<file path="config.mk">
export PLATFORM = sky130hd
export DESIGN_NAME = program_store_flat
export DESIGN_NICKNAME = d
export VERILOG_FILES = /design/src/rtl/program_store_if.sv /design/src/rtl/program_store.sv /design/src/flat_wrapper.sv
export SDC_FILE = /design/constraint.sdc
export NUM_CORES = 1
export LEC_CHECK = 0
export BUFFER_PORTS_ARGS = -buffer_cell sky130_fd_sc_hd__clkbuf_2
export CORE_MARGIN = 1
export CORE_UTILIZATION = 55
export DETAILED_ROUTE_END_ITERATION = 7
export PLACE_DENSITY = 0.83
export REMOVE_ABC_BUFFERS = 1
export SLEW_MARGIN = 20
export SYNTH_ARGS = -nofsm -noshare
export SYNTH_HDL_FRONTEND = slang
export SYNTH_SLANG_ARGS = --single-unit
export TNS_END_PERCENT = 100
</file>
<file path="constraint.sdc">
create_clock -name clk -period 4.08 [get_ports clk]
set_input_delay 0.816 -clock clk [delete_from_list [all_inputs] [get_ports clk]]
set_output_delay 0.816 -clock clk [all_outputs]
set_load 0.02 [all_outputs]
</file>
<file path="src/rtl/program_store_if.sv">
// Fetch and program-load bus for program_store.
// master: control unit / loader side; slave: the store.
interface program_store_if #(
    parameter int DATA_W = 4,
    parameter int ADDR_W = 4,
    parameter int BANKS  = 2
);
    localparam int BANK_W = (BANKS > 1) ? $clog2(BANKS) : 1;

    logic [BANK_W-1:0] bank_sel;
    logic              fetch_en;
    logic [ADDR_W-1:0] fetch_addr;
    logic [DATA_W-1:0] instr_out;
    logic              instr_valid;
    logic              ready;

    logic              wr_en;
    logic [BANK_W-1:0] wr_bank;
    logic [ADDR_W-1:0] wr_addr;
    logic [DATA_W-1:0] wr_data;
    logic              wr_ack;
    logic              wr_err;

    modport master (
        output bank_sel, fetch_en, fetch_addr,
        output wr_en, wr_bank, wr_addr, wr_data,
        input  instr_out, instr_valid, ready,
        input  wr_ack, wr_err
    );

    modport slave (
        input  bank_sel, fetch_en, fetch_addr,
        input  wr_en, wr_bank, wr_addr, wr_data,
        output instr_out, instr_valid, ready,
        output wr_ack, wr_err
    );
endinterface

</file>
<file path="src/rtl/program_store.sv">
// Writable multi-bank program store with NOP init sweep after reset.
// Ports: clk, rst_n (async active-low), bus (program_store_if.slave):
//   fetch side  bank_sel/fetch_en/fetch_addr -> instr_out/instr_valid, ready
//   load side   wr_en/wr_bank/wr_addr/wr_data -> wr_ack/wr_err pulses
module program_store #(
    parameter int DATA_W = 4,
    parameter int ADDR_W = 4,
    parameter int DEPTH  = 16,
    parameter int BANKS  = 2,
    parameter logic [DATA_W-1:0] NOP_OP = DATA_W'(4'b0111)
) (
    input  logic clk,
    input  logic rst_n,
    program_store_if.slave bus
);
    localparam int BANK_W = (BANKS > 1) ? $clog2(BANKS) : 1;
    localparam logic [ADDR_W:0] DEPTH_L = (ADDR_W+1)'(DEPTH);
    localparam logic [BANK_W:0] BANKS_L = (BANK_W+1)'(BANKS);
    localparam logic [ADDR_W-1:0] LAST  = ADDR_W'(DEPTH-1);

    typedef enum logic [1:0] {
        INIT = 2'b01,
        RUN  = 2'b10
    } state_e;

    state_e            state_q, state_d;
    logic [ADDR_W-1:0] ptr_q, ptr_d;
    logic [DATA_W-1:0] instr_q, instr_d;
    logic              valid_q, valid_d;
    logic              ready_q, ready_d;
    logic              ack_q, ack_d;
    logic              err_q, err_d;

    logic [DATA_W-1:0] mem_q [BANKS][DEPTH];

    logic              sweep;
    logic              mem_we;
    logic              fetch_ok;
    logic              wr_ok;
    logic [DATA_W-1:0] rd_word;

    assign fetch_ok = ({1'b0, bus.fetch_addr} < DEPTH_L)
                   && ({1'b0, bus.bank_sel} < BANKS_L);
    assign wr_ok    = ({1'b0, bus.wr_addr} < DEPTH_L)
                   && ({1'b0, bus.wr_bank} < BANKS_L);

    // Out-of-range fetches read as NOP rather than an error.
    assign rd_word = fetch_ok
                   ? mem_q[bus.bank_sel][bus.fetch_addr]
                   : NOP_OP;

    always_comb begin
        state_d = state_q;
        ptr_d   = ptr_q;
        instr_d = instr_q;
        valid_d = 1'b0;
        ack_d   = 1'b0;
        err_d   = 1'b0;
        sweep   = 1'b0;
        mem_we  = 1'b0;
        case (state_q)
            INIT: begin
                sweep = 1'b1;
                err_d = bus.wr_en;
                if (ptr_q == LAST) begin
                    ptr_d   = '0;
                    state_d = RUN;
                end else begin
                    ptr_d = ptr_q + 1'b1;
                end
            end
            RUN: begin
                if (bus.fetch_en) begin
                    valid_d = 1'b1;
                    instr_d = rd_word;
                end
                if (bus.wr_en) begin
                    mem_we = wr_ok;
                    ack_d  = wr_ok;
                    err_d  = !wr_ok;
                end
            end
            default: begin
                state_d = INIT;
                ptr_d   = '0;
            end
        endcase
        ready_d = (state_d == RUN);
    end

    always_ff @(posedge clk or negedge rst_n) begin
        if (!rst_n) begin
            state_q <= INIT;
            ptr_q   <= '0;
            instr_q <= NOP_OP;
            valid_q <= 1'b0;
            ready_q <= 1'b0;
            ack_q   <= 1'b0;
            err_q   <= 1'b0;
        end else begin
            state_q <= state_d;
            ptr_q   <= ptr_d;
            instr_q <= instr_d;
            valid_q <= valid_d;
            ready_q <= ready_d;
            ack_q   <= ack_d;
            err_q   <= err_d;
        end
    end

    // Storage carries no reset; the sweep defines its contents.
    // Reads above use the pre-edge contents, giving read-first.
    always_ff @(posedge clk) begin
        for (int b = 0; b < BANKS; b++) begin
            if (sweep) begin
                mem_q[b][ptr_q] <= NOP_OP;
            end else if (mem_we && bus.wr_bank == BANK_W'(b)) begin
                mem_q[b][bus.wr_addr] <= bus.wr_data;
            end
        end
    end

    assign bus.instr_out   = instr_q;
    assign bus.instr_valid = valid_q;
    assign bus.ready       = ready_q;
    assign bus.wr_ack      = ack_q;
    assign bus.wr_err      = err_q;
endmodule

</file>
<file path="src/flat_wrapper.sv">
// flat-port wrapper written by rule: the top's interface ports become plain ports
module program_store_flat 
#(
    parameter int DATA_W = 4,
    parameter int ADDR_W = 4,
    parameter int DEPTH  = 16,
    parameter int BANKS  = 2,
    parameter logic [DATA_W-1:0] NOP_OP = DATA_W'(4'b0111)
)
  (clk, rst_n, bus_bank_sel, bus_fetch_en, bus_fetch_addr, bus_wr_en, bus_wr_bank, bus_wr_addr, bus_wr_data, bus_instr_out, bus_instr_valid, bus_ready, bus_wr_ack, bus_wr_err);
  program_store_if #(.DATA_W(DATA_W), .ADDR_W(ADDR_W), .BANKS(BANKS)) bus_i ();
  input  logic clk;
  input  logic rst_n;
  input wire logic [$bits(bus_i.bank_sel)-1:0] bus_bank_sel;
  input wire logic [$bits(bus_i.fetch_en)-1:0] bus_fetch_en;
  input wire logic [$bits(bus_i.fetch_addr)-1:0] bus_fetch_addr;
  input wire logic [$bits(bus_i.wr_en)-1:0] bus_wr_en;
  input wire logic [$bits(bus_i.wr_bank)-1:0] bus_wr_bank;
  input wire logic [$bits(bus_i.wr_addr)-1:0] bus_wr_addr;
  input wire logic [$bits(bus_i.wr_data)-1:0] bus_wr_data;
  output wire logic [$bits(bus_i.instr_out)-1:0] bus_instr_out;
  output wire logic [$bits(bus_i.instr_valid)-1:0] bus_instr_valid;
  output wire logic [$bits(bus_i.ready)-1:0] bus_ready;
  output wire logic [$bits(bus_i.wr_ack)-1:0] bus_wr_ack;
  output wire logic [$bits(bus_i.wr_err)-1:0] bus_wr_err;
  assign bus_i.bank_sel = bus_bank_sel;
  assign bus_i.fetch_en = bus_fetch_en;
  assign bus_i.fetch_addr = bus_fetch_addr;
  assign bus_i.wr_en = bus_wr_en;
  assign bus_i.wr_bank = bus_wr_bank;
  assign bus_i.wr_addr = bus_wr_addr;
  assign bus_i.wr_data = bus_wr_data;
  assign bus_instr_out = bus_i.instr_out;
  assign bus_instr_valid = bus_i.instr_valid;
  assign bus_ready = bus_i.ready;
  assign bus_wr_ack = bus_i.wr_ack;
  assign bus_wr_err = bus_i.wr_err;
  program_store #(.DATA_W(DATA_W), .ADDR_W(ADDR_W), .DEPTH(DEPTH), .BANKS(BANKS), .NOP_OP(NOP_OP)) u_core (.clk(clk), .rst_n(rst_n), .bus(bus_i));
endmodule
</file>
---- Yosys cells after proc, flatten, opt, wreduce, memory -nomap -nowiden ----
Memories as Yosys holds them, arrays and structs flattened.
Cells that the tools add are included.
storage, ports and cells
  register bits ........................... 14
  bits in writable memories ............... 128
  bits of input ports ..................... 18
  output and inout port bits .............. 8
  logic and storage cells ................. 308
  memories ................................ 1
memory list
  name          words  bits a word  read ports  clocked after Yosys merged registers in  wr ports  line                 source
  u_core.mem_q  2      64           1           0                                        2         program_store.sv:34  logic [DATA_W-1:0] mem_q [BANKS][DEPTH];
operators by class
  add/subtract/negate cells ............... 1
  magnitude comparators ................... 5
  eq/ne operators ......................... 4
  mux-type cells .......................... 153
  bitwise operators ....................... 132
  reduce and logical (&&, ||, !) cells .... 5
operators with widths
  operator                                                     count
  2-to-1 mux 64 bit                                            3
  2-to-1 mux 1 bit                                             139
  OR 1 bit                                                     128
  demux 4 bit (select 4 bit)                                   2
  2-to-1 mux 4 bit                                             5
  binary-select mux 4 bit (select 4 bit)                       1
  greater-or-equal comparator 5 bit (second input constant)    3
  inverter 4 -> 5 bit                                          3
  less-than comparator 5 x 1 -> 1 bit (second input constant)  2
  case mux 4 bit (2 select lines)                              1
  adder 4 x 1 -> 4 bit (second input constant)                 1
  == test 2 bit (second input constant)                        2
  == test 4 bit (second input constant)                        1
  logical AND 1 bit                                            4
  case mux 2 bit (2 select lines)                              1
  == test 2 x 1 -> 1 bit (second input constant)               1
  2-to-1 mux 2 bit                                             1
  AND reduction 2 bit                                          1
  inverter 1 bit                                               1

---- Logic depth before layout (Yosys ltp) ----
Gate-level depths: netlist (run 1).
  depth in word-level cells ............... 7
  depth in mapped cells ................... 9
  mapped depth without buffers ............ 7

---- Worst setup path before layout (run 1) ----
No wires, ideal clock.
  kind .................................... input -> register
  start point ............................. input bus_wr_addr[1]
  end point ............................... memory u_core.mem_q[0][12] in the netlist's numbering, enable pin
  setup time .............................. 0.361 ns
  data arrival time ....................... 1.832 ns
  required time ........................... 3.719 ns
  path slack .............................. 1.886 ns
  cell stages on the path ................. 4
  buffers on the path ..................... 2
  path through ............................ or2_2 -> clkbuf_1 -> clkbuf_1 -> o21ai_0
RTL lines
  element          line                 source
  start, declared  flat_wrapper.sv:19   input wire logic [$bits(bus_i.wr_addr)-1:0] bus_wr_addr;
  end, declared    program_store.sv:34

==> summary.md, run 1 <==
| Metric | Value |
|---|---|
| Result of the run | `finished, final reports clean` |
| Fillers | `919` |
| Wire length reported by the detailed router | `approximately 17000 um` |
| Sequential cell area fraction in the yosys report | `0.528` |
| Data arrival time of the worst path | `roughly 3100 ps` |
| Headroom to the max-slew limit | `0.300` |
| CTS Sinks | `roughly 140` |
| Power Dens Cells | `435 nW/um^2` |
| Final critical-path required period | `between 3000 and 4000 ps` |
| Final number of hold-violating endpoints | `0` |
| Worst Setup End Kind | `flop` |
| Flip-flop and latch count after synthesis | `about 140` |
| Pins Over Slew Limit | `0` |
| Maximum resistive drop on vdd | `approximately 340 uV` |
| Static leakage | `approximately 2.8 nW` |
| TritonRoute pass-1 iters | `5` |
| Maximum clock frequency | `around 330 MHz` |
| Number of antenna violations at the first check in global routing | `0` |
| Warnings from Yosys | `0` |
| Count of flip-flops with a built-in enable after synthesis | `80` |
| Total negative slack | `0 ps` |
| Number of antenna cells inserted | `0` |
| Initial Util | `0.574` |
| Source-to-sink clock delay at the later pin of the worst-skew pair | `about 430 ps` |
| Type of origin of the critical path | `flop` |
| Area added between synthesis and finish | `9.90%` |
| Total area of multi-input combinational cells | `3040 um^2` |
| Vias in the first global route | `around 5000` |
| Unrepaired setup endpoints after global routing | `no` |
| Clock buffer count from CTS | `17` |
| Number of port buffers | `25` |
| Total number of H-tree levels | `4` |
| Kind of critical path | `flop to flop` |
| Post-Syn Area | `approximately 7000 um^2` |
| Number of distinct library cell variants in the gate-level netlist after synthesis | `between 40 and 50` |
| Synth async-reset ratio | `0.0986` |
| Dpl hpwl | `11100 um` |
| WL per Instance | `20.6 um` |
| Hold Path Class | `input port to asynchronous set/reset pin` |
| Initial drt markers | `around 520` |
| Total DRC errors in the routed layout | `0` |
| CORE AREA | `between 10000 and 15000 um^2` |
| Width of the die | `around 120 um` |
| Global-route wire length before repair | `between 20000 and 30000 um` |
| Top Ports | `26` |
| Post-route fraction of the period consumed by the critical path | `0.749` |
| Routed vias/inst | `between 6 and 7` |
| Overall fraction of global-route tracks in use | `0.275` |
| Worst hold-check slack | `306 ps` |
| Max Fanout on Critical Path | `23` |
| Routed via count | `5105` |
| Primary FF master, synth | `edfxtp_1` |
| Skew final | `between 6 and 7 ps` |
| Syn_area_per_cell | `about 11 um^2` |
| Pin count of the biggest net entering global routing | `54` |
| Share of final-layout standard cells stronger than drive strength 1 | `0.189` |
| Overflow after GRT | `0` |
| Register clock-pin slew on the reported worst setup and hold paths | `60 ps` |
| Die Height | `115 um` |
| Count of hold-fix buffers inserted at cts | `0` |
| Standard-cell row count | `40` |
| Number of gates resized after CTS | `0` |
| Footprint of the flip-flops and latches | `roughly 3700 um^2` |
| Root buf cell | `clkbuf_16` |
| Die area | `about 13000 um^2` |
| Number of nets with antenna violations after routing | `0` |
| Slew at the pin closest to its max-slew limit | `1040 ps` |
| Layout Nets | `663` |
| Data required, critical path | `between 4000 and 5000 ps` |
| CTS tree | `built` |
| Routability cong. | `0.876` |
| Final-report setup violation count | `0` |
| Count of mapped cells out of synthesis | `roughly 630` |
| Clock buffer depth | `2` |
| Max-cap viol count | `0` |
| Total setup buffers inserted after CTS | `0` |
-- layer usage --
metal	vias up	global-route usage	routed length [um]
met4	0	0.139	427
met3	39	0.0643	1760
li1	2306	-	-
met5	-	0	0
met1	2454	0.350	6620
met2	306	0.441	8030
-- synth_stat cells, types with 9 or more instances --
master	count	area, um^2
a22oi_1	16	120
nor2_1	34	128
inv_1	17	63.8
a21oi_1	11	55.1
nand2b_1	42	263
nand2_1	40	150
a31oi_1	10	62.6
nand3_1	21	105
or3_1	36	225
mux2_2	38	428
or2_2	15	93.8
o21ai_0	22	110
nor2b_1	9	56.3
mux2i_1	64	641
edfxtp_1	80	2400
a22o_1	10	87.6
nor3_1	19	95.1
dfrtp_1	10	250
clkbuf_1	34	128
dfxtp_1	48	961
-- cell families (layout without fill, tap and decap cells) --
family	after synthesis	after routing	synth area share
fa+ha+maj	7	7	0.0124
simple gates	233	233	0.177
flops	142	142	0.528
compound gates	88	88	0.0905
mux	102	102	0.152
buf+inv	61	79	0.0398
-- through the flow --
| step | std cells | area (um^2) | total power, mW | util | setup slack (ps) |
|---|---|---|---|---|---|
| finish | 819 | 7730 | 3.37 | 0.631 | 1030 |
| global route | 819 | 7730 | 3.47 | 0.631 | 730 |
| CTS | 819 | 7730 | 3.37 | 0.631 | 1050 |
| detailed placement | 787 | 7200 | 1.96 | 0.587 | 1140 |
| global placement | 787 | 7200 | 1.94 | 0.587 | 1280 |
| floorplan | 589 | 6820 | 1.84 | - | 1770 |
-- power by group --
part,switching (mW),internal [mW]
Clock,0.563,0.864
Sequential,0.0433,1.58
Combinational,0.175,0.140
Total,0.782,2.59
-- critical path, cell delays in order (launching register included) --
cell and delay [ps]:
dfrtp_1 390, inv_1 70, ha_1 430, nor2b_1 280, and3b_1 270, nand3_1 500, o21ai_0 740
-- path summary, 6_finish.rpt --
check	slack (ps)	cells after the start	endpoint	start
worst min-delay path	310	1	u_core.ptr_q[2]	rst_n
min in group clk	470	2	u_core.mem_q[1][44]	u_core.mem_q[1][44]
worst min register to register	470	2	u_core.mem_q[1][44]	u_core.mem_q[1][44]
worst max-delay path	1030	6	u_core.mem_q[0][12]	u_core.state_q[1]
worst max register to register	1030	6	u_core.mem_q[0][12]	u_core.state_q[1]
max in group asynchronous	3450	1	u_core.bus.instr_out[1]	rst_n
-- layout make-up --
cell class | count | share of cell area
sequential | 142 | 0.481
multi-input combinational | 430 | 0.393
clock buffer | 25 | 0.0615
tap | 168 | 0.0272
timing repair buffer | 30 | 0.0214
inverter | 17 | 0.00825
clock inverter | 7 | 0.00809
-- state kept, by name, summed over array words and instances (netlist names) --
name and flops:
u_core.mem_q 128, u_core.bus.instr_out 4, u_core.ptr_q 4, u_core.state_q 2, u_core.bus.instr_valid 1, u_core.bus.ready 1
u_core.bus.wr_ack 1, u_core.bus.wr_err 1
-- placed cells by master (no fill, tap or decap), types with 19 or more instances in the layout --
cell,instances
nand2_1,40
nor3_1,19
nand3_1,21
nor2_1,34
dfxtp_1,48
edfxtp_1,80
nand2b_1,42
mux2i_1,64
mux2_2,38
clkbuf_2,24
or3_1,36
o21ai_0,22
No activity file was read; power rests on OpenSTA's default activity.
==> inputs of run 2 (changes only) <==
- PLACE_DENSITY: 0.83 -> 0.86
- clock period: 4.08 -> 2.5 ns (I/O delays scaled with it)
==> summary.md, run 2 (synthesized netlist as in run 1, its figures left out) <==
| Metric | Value |
|---|---|
| Type of origin of the critical path | `flop` |
| Layout Nets | `680 (+2.6%)` |
| Area added between synthesis and finish | `13.9%` |
| Dpl hpwl | `11900 um (+7.0%)` |
| Total negative slack | `0 ps (unchanged)` |
| Register clock-pin slew on the reported worst setup and hold paths | `60 ps (about the same)` |
| CTS tree | `built` |
| Total DRC errors in the routed layout | `0 (unchanged)` |
| Initial Util | `0.574 (unchanged)` |
| Result of the run | `finished, final reports clean` |
| Worst hold-check slack | `440 ps (+134 ps)` |
| Clock buffer count from CTS | `17 (unchanged)` |
| Number of port buffers | `25 (unchanged)` |
| Die area | `13300 um^2 (unchanged)` |
| Headroom to the max-slew limit | `0.436 (+0.136)` |
| Hold Startpoint | `bus_wr_en` |
| Final critical-path required period | `2310 ps (-741 ps)` |
| Number of cells after detailed placement | `803 (+2.0%)` |
| Pins Over Slew Limit | `0 (unchanged)` |
| Initial drt markers | `453 (-13%)` |
| Width of the die | `115 um (unchanged)` |
| Hold Path Class | `input port to flop` |
| Kind of critical path | `flop to flop` |
| Static leakage | `2.95 nW (+5.1%)` |
| Post-route fraction of the period consumed by the critical path | `0.926 (+0.177)` |
| Number of antenna violations at the first check in global routing | `0 (unchanged)` |
| Skew final | `5.96 ps (-0.177 ps)` |
| Number of nets with antenna violations after routing | `0 (unchanged)` |
| Root buf cell | `clkbuf_16` |
| CTS Sinks | `142 (unchanged)` |
| CORE AREA | `12300 um^2 (unchanged)` |
| Unrepaired setup endpoints after global routing | `no` |
| Footprint of the flip-flops and latches | `3720 um^2 (unchanged)` |
| Wire length reported by the detailed router | `17900 um (+6.6%)` |
| Commonest non-fill, non-tap cell in the layout | `edfxtp_1` |
| Routability cong. | `0.894 (+2.0%)` |
| Maximum resistive drop on vdd | `652 uV (+92%)` |
| Overall fraction of global-route tracks in use | `0.295 (+0.0197)` |
| TritonRoute pass-1 iters | `6 (+1)` |
| Worst Setup End Kind | `flop` |
| Largest register by flop count | `u_core.mem_q` |
| Pin count of the biggest net entering global routing | `33 (-39%)` |
| WL per Instance | `21.5 um (+4.4%)` |
| Routed via count | `5284 (+3.5%)` |
| Source-to-sink clock delay at the later pin of the worst-skew pair | `430 ps (about the same)` |
| Data arrival time of the worst path | `2380 ps (-740 ps)` |
| Clock buffer depth | `2 (unchanged)` |
| Overflow after GRT | `0 (unchanged)` |
| Number of flip-flops in the largest register | `128 (unchanged)` |
| Maximum clock frequency | `432 MHz (+32%)` |
| Commonest non-fill, non-tap cells in the layout | `edfxtp_1 (80), mux2i_1 (64), dfxtp_1 (48)` |
| Data required, critical path | `2570 ps (-1570 ps)` |
| Total number of H-tree levels | `4 (unchanged)` |
| Slew at the pin closest to its max-slew limit | `847 ps (-198 ps)` |
| Finished Core Util | `0.653 (+0.0227)` |
| Number of antenna cells inserted | `0 (unchanged)` |
| Die Height | `115 um (unchanged)` |
| Standard-cell row count | `40 (unchanged)` |
| FF-to-FF Start | `u_core.state_q[0]` |
| Timing startpoint of the critical path | `u_core.state_q[0]` |
| Total area of multi-input combinational cells | `3050 um^2 (+0.25%)` |
| Top Ports | `26 (unchanged)` |
| Max-cap viol count | `0 (unchanged)` |
| Fillers | `893 (-2.8%)` |
| Share of final-layout standard cells stronger than drive strength 1 | `0.217 (+0.0281)` |
| Count of non-filler cells in the finished layout | `836 (+2.1%)` |
| Max Fanout on Critical Path | `10 (-57%)` |
| Power Dens Cells | `726 nW/um^2 (+67%)` |
| Vias in the first global route | `5460 (+7.1%)` |
| Routed vias/inst | `6.32 (+1.4%)` |
| Final number of hold-violating endpoints | `0 (unchanged)` |
| Global-route wire length before repair | `28400 um (+7.6%)` |
| Final-report setup violation count | `0 (unchanged)` |
-- run 2: worst paths after layout --
check / to / slack (ps) / depth (start not counted)
hold reg to reg: u_core.mem_q[1][44] / 460 / 2
setup / recovery: u_core.mem_q[0][44] / 190 / 6
min in group asynchronous: u_core.bus.ready / 540 / 2
setup reg to reg: u_core.mem_q[0][44] / 190 / 6
max in group asynchronous: u_core.bus.instr_out[0] / 1620 / 2
hold / removal: u_core.bus.wr_err / 440 / 2
-- run 2: cell type report --
class / instances / share of cell area
Clock buffer: 25 / 0.0700
Clock inverter: 7 / 0.00843
Inverter: 17 / 0.00797
Multi-Input combinational cell: 430 / 0.380
Sequential cell: 142 / 0.464
Tap cell: 168 / 0.0262
Timing Repair Buffer: 47 / 0.0431
-- run 2: critical path, cell delays in order (launching register included) --
cell and delay (ps):
dfstp_2 380, inv_1 80, ha_1 160, nor2b_1 210, and3b_1 270, nand2_1 260
o21ai_0 590
-- run 2: metal layers --
metal,GRT usage,part of all wire,vias to the layer above
li1,-,-,2350
met1,0.365,0.38,2557
met2,0.462,0.48,316
met3,0.0801,0.095,61
met4,0.179,0.040,0
met5,0,0,-
-- run 2: repair_timing --
action,4_1_cts,5_1_grt
setup endpoints to repair,0,3
endpoints found under the hold margin,2,0
resized for setup,0,2
buffers inserted,0,0
hold buffers,1,0
-- run 2: metrics by stage --
step / area, um^2 / setup WS (ps) / power, mW
after CTS: 8000 / 119 / 5.83
final: 8010 / 186 / 5.82
after global routing: 8010 / 20.6 / 5.98
after floorplan: 6820 / 189 / 3.00
after global placement: 7370 / 169 / 3.19
after detailed placement: 7370 / 96.9 / 3.23
-- run 2: power breakdown --
group / leakage [nW] / internal [mW] / switching, mW
sequential: 1.20 / 2.58 / 0.0652
combinational: 1.45 / 0.248 / 0.306
clock: 0.310 / 1.66 / 0.965
==> inputs of run 3 (changes only) <==
- CORE_MARGIN: 1 -> 3
- CTS_BUF_LIST: unset -> sky130_fd_sc_hd__clkbuf_4 sky130_fd_sc_hd__clkbuf_8
- CTS_CLUSTER_SIZE: unset -> 10
==> summary.md, run 3 (synthesized netlist as in run 1, its figures left out) <==
| Metric | Value |
|---|---|
| TritonRoute pass-1 iters | `6 (unchanged)` |
| Critical path cell sequence | `inv_1 -> ha_1 -> nor2b_1 -> and3_1 -> nand3_1 -> nor2_1 -> mux2_2` |
| Commonest non-fill, non-tap cells in the layout | `edfxtp_1 (80), mux2i_1 (64), dfxtp_1 (48)` |
| Top Ports | `26 (unchanged)` |
| Slew at the pin closest to its max-slew limit | `1150 ps (+302 ps)` |
| Worst-path cell with the longest stage delay | `dfrtp_1` |
| Routed vias/inst | `6.20 (-1.9%)` |
| Total DRC errors in the routed layout | `0 (unchanged)` |
| Routability cong. | `0.920 (+3.0%)` |
| Met3 WL | `1750 um (+2.3%)` |
| Clock buffer count from CTS | `17 (unchanged)` |
| Overflow after GRT | `0 (unchanged)` |
| Hold Path Class | `input port to flop` |
| Number of cells after detailed placement | `806 (+0.37%)` |
| Data required, critical path | `2840 ps (+270 ps)` |
| Setup slack of the critical path after layout | `179 ps (-7.31 ps)` |
| Total negative slack | `0 ps (unchanged)` |
| Data arrival time of the worst path | `2660 ps (+280 ps)` |
| Wire length reported by the detailed router | `16900 um (-5.6%)` |
| Met2 routed wirelength | `7960 um (-8.4%)` |
| Result of the run | `finished, final reports clean` |
| Source-to-sink clock delay at the later pin of the worst-skew pair | `460 ps (+30 ps)` |
| Vias in the first global route | `5136 (-5.9%)` |
| Area added between synthesis and finish | `9.74%` |
| Final number of hold-violating endpoints | `0 (unchanged)` |
| Number of flip-flops in the largest register | `128 (unchanged)` |
| Top routing layer in use | `met4` |
| Number of antenna violations at the first check in global routing | `0 (unchanged)` |
| Finished Core Util | `0.630 (-0.0236)` |
| Type of origin of the critical path | `flop` |
| Max Fanout on Critical Path | `7 (-3)` |
| Worst hold-check slack | `429 ps (-10.7 ps)` |
| Global-route wire length before repair | `27000 um (-4.8%)` |
| Die Height | `119 um (+3.5%)` |
| Skew final | `9.50 ps (+3.53 ps)` |
| Worst Setup End Kind | `flop` |
| Post-route fraction of the period consumed by the critical path | `0.929 (+0.00292)` |
| Overall fraction of global-route tracks in use | `0.251 (-0.0437)` |
| CTS Sinks | `142 (unchanged)` |
| WL per Instance | `20.2 um (-5.9%)` |
| Final critical-path required period | `2320 ps (+7.31 ps)` |
| Number of antenna cells inserted | `0 (unchanged)` |
| Root buf cell | `clkbuf_8` |
| Routed via count | `5202 (-1.6%)` |
| Unrepaired setup endpoints after global routing | `no` |
| Largest register by flop count | `u_core.mem_q` |
| Headroom to the max-slew limit | `0.233 (-0.203)` |
| Final-report setup violation count | `0 (unchanged)` |
| Minimum setup slack among reg-to-reg paths | `180 ps (about the same)` |
| Setup WS pre-CTS | `216 ps (+119 ps)` |
| Die area | `14200 um^2 (+7.1%)` |
| Max-cap viol count | `0 (unchanged)` |
| Slowest Stage Delay on Critical Path | `400 ps (-190 ps)` |
| Commonest non-fill, non-tap cell in the layout | `edfxtp_1` |
| Maximum clock frequency | `431 MHz (-0.31%)` |
| Pins Over Slew Limit | `0 (unchanged)` |
| Dpl hpwl | `11500 um (-3.3%)` |
| Layout Nets | `683 (+0.44%)` |
| Count of non-filler cells in the finished layout | `839 (+0.36%)` |
| Clock buffer depth | `2 (unchanged)` |
| Total number of H-tree levels | `4 (unchanged)` |
| CORE AREA | `12300 um^2 (unchanged)` |
| Pin count of the biggest net entering global routing | `33 (unchanged)` |
| Static leakage | `2.84 nW (-3.9%)` |
| Share of final-layout standard cells stronger than drive strength 1 | `0.218 (+0.000520)` |
| Number of nets with antenna violations after routing | `0 (unchanged)` |
| Power Dens Cells | `627 nW/um^2 (-14%)` |
| Initial Util | `0.574 (unchanged)` |
| Initial drt markers | `627 (+38%)` |
| CTS tree | `built` |
| Register clock-pin slew on the reported worst setup and hold paths | `70 ps (about the same)` |
| Number of port buffers | `25 (unchanged)` |
| Standard-cell row count | `40 (unchanged)` |
| Width of the die | `119 um (+3.5%)` |
| Kind of critical path | `flop to flop` |
| Maximum resistive drop on vdd | `455 uV (-30%)` |
| Met1 Routed Length | `6810 um (-0.12%)` |
-- run 3: cell types whose count changed in the layout (fill, tap and decap cells not counted), sizes merged --
cell    change
buf         +3
clkinv      +3
clkbuf      -2
inv         -1
-- run 3: per-stage QoR --
step,area [um^2],power (mW)
floorplan,6820,3.00
global placement,7360,3.19
detailed placement,7360,3.22
CTS,7720,4.84
global route,7720,5.01
finish,7720,4.84
-- run 3: layout make-up --
| type | instances | area (um^2) |
|---|---|---|
| clock buffer | 23 | 279 |
| clock inverter | 9 | 70.1 |
| fill | 929 | 4540 |
| inverter | 17 | 63.8 |
| multi-input combinational | 430 | 3040 |
| sequential | 142 | 3720 |
| tap | 168 | 210 |
| timing repair buffer | 50 | 343 |
-- run 3: worst max-delay path, delay by kind of cell (launching register included) --
kind	cells	cell delay [ps]
buffers and inverters	1	60
adders and majority gates	1	200
and+or+nand+nor	4	1170
muxes	1	380
DFF	1	400
-- run 3: worst paths after layout --
| check | from | to | depth (start not counted) |
|---|---|---|---|
| worst max-delay path | u_core.state_q[1] | u_core.mem_q[1][6] | 7 |
| worst min-delay path | bus_wr_en | u_core.bus.wr_err | 2 |
| worst max register to register | u_core.state_q[1] | u_core.mem_q[1][6] | 7 |
| worst min register to register | u_core.mem_q[1][44] | u_core.mem_q[1][44] | 2 |
| max in group asynchronous | rst_n | u_core.bus.instr_out[0] | 2 |
| min in group asynchronous | rst_n | u_core.bus.ready | 2 |
-- run 3: power by group --
| group | leakage [nW] | switching (mW) | internal, mW |
|---|---|---|---|
| Combinational | 1.45 | 0.297 | 0.246 |
| Sequential | 1.20 | 0.0657 | 2.58 |
| Clock | 0.187 | 0.820 | 0.834 |
-- run 3: metal layers --
metal,GRT usage,up-vias
met5,0,-
met4,0.104,0
met3,0.0693,55
met2,0.389,323
met1,0.334,2481
li1,-,2343
-- run 3: timing repair --
item,in CTS,in global routing
setup endpoints to repair,0,4
hold buffers,1,0
gates resized for setup,0,1
hold endpoints to repair,10,0
setup buffers,0,0
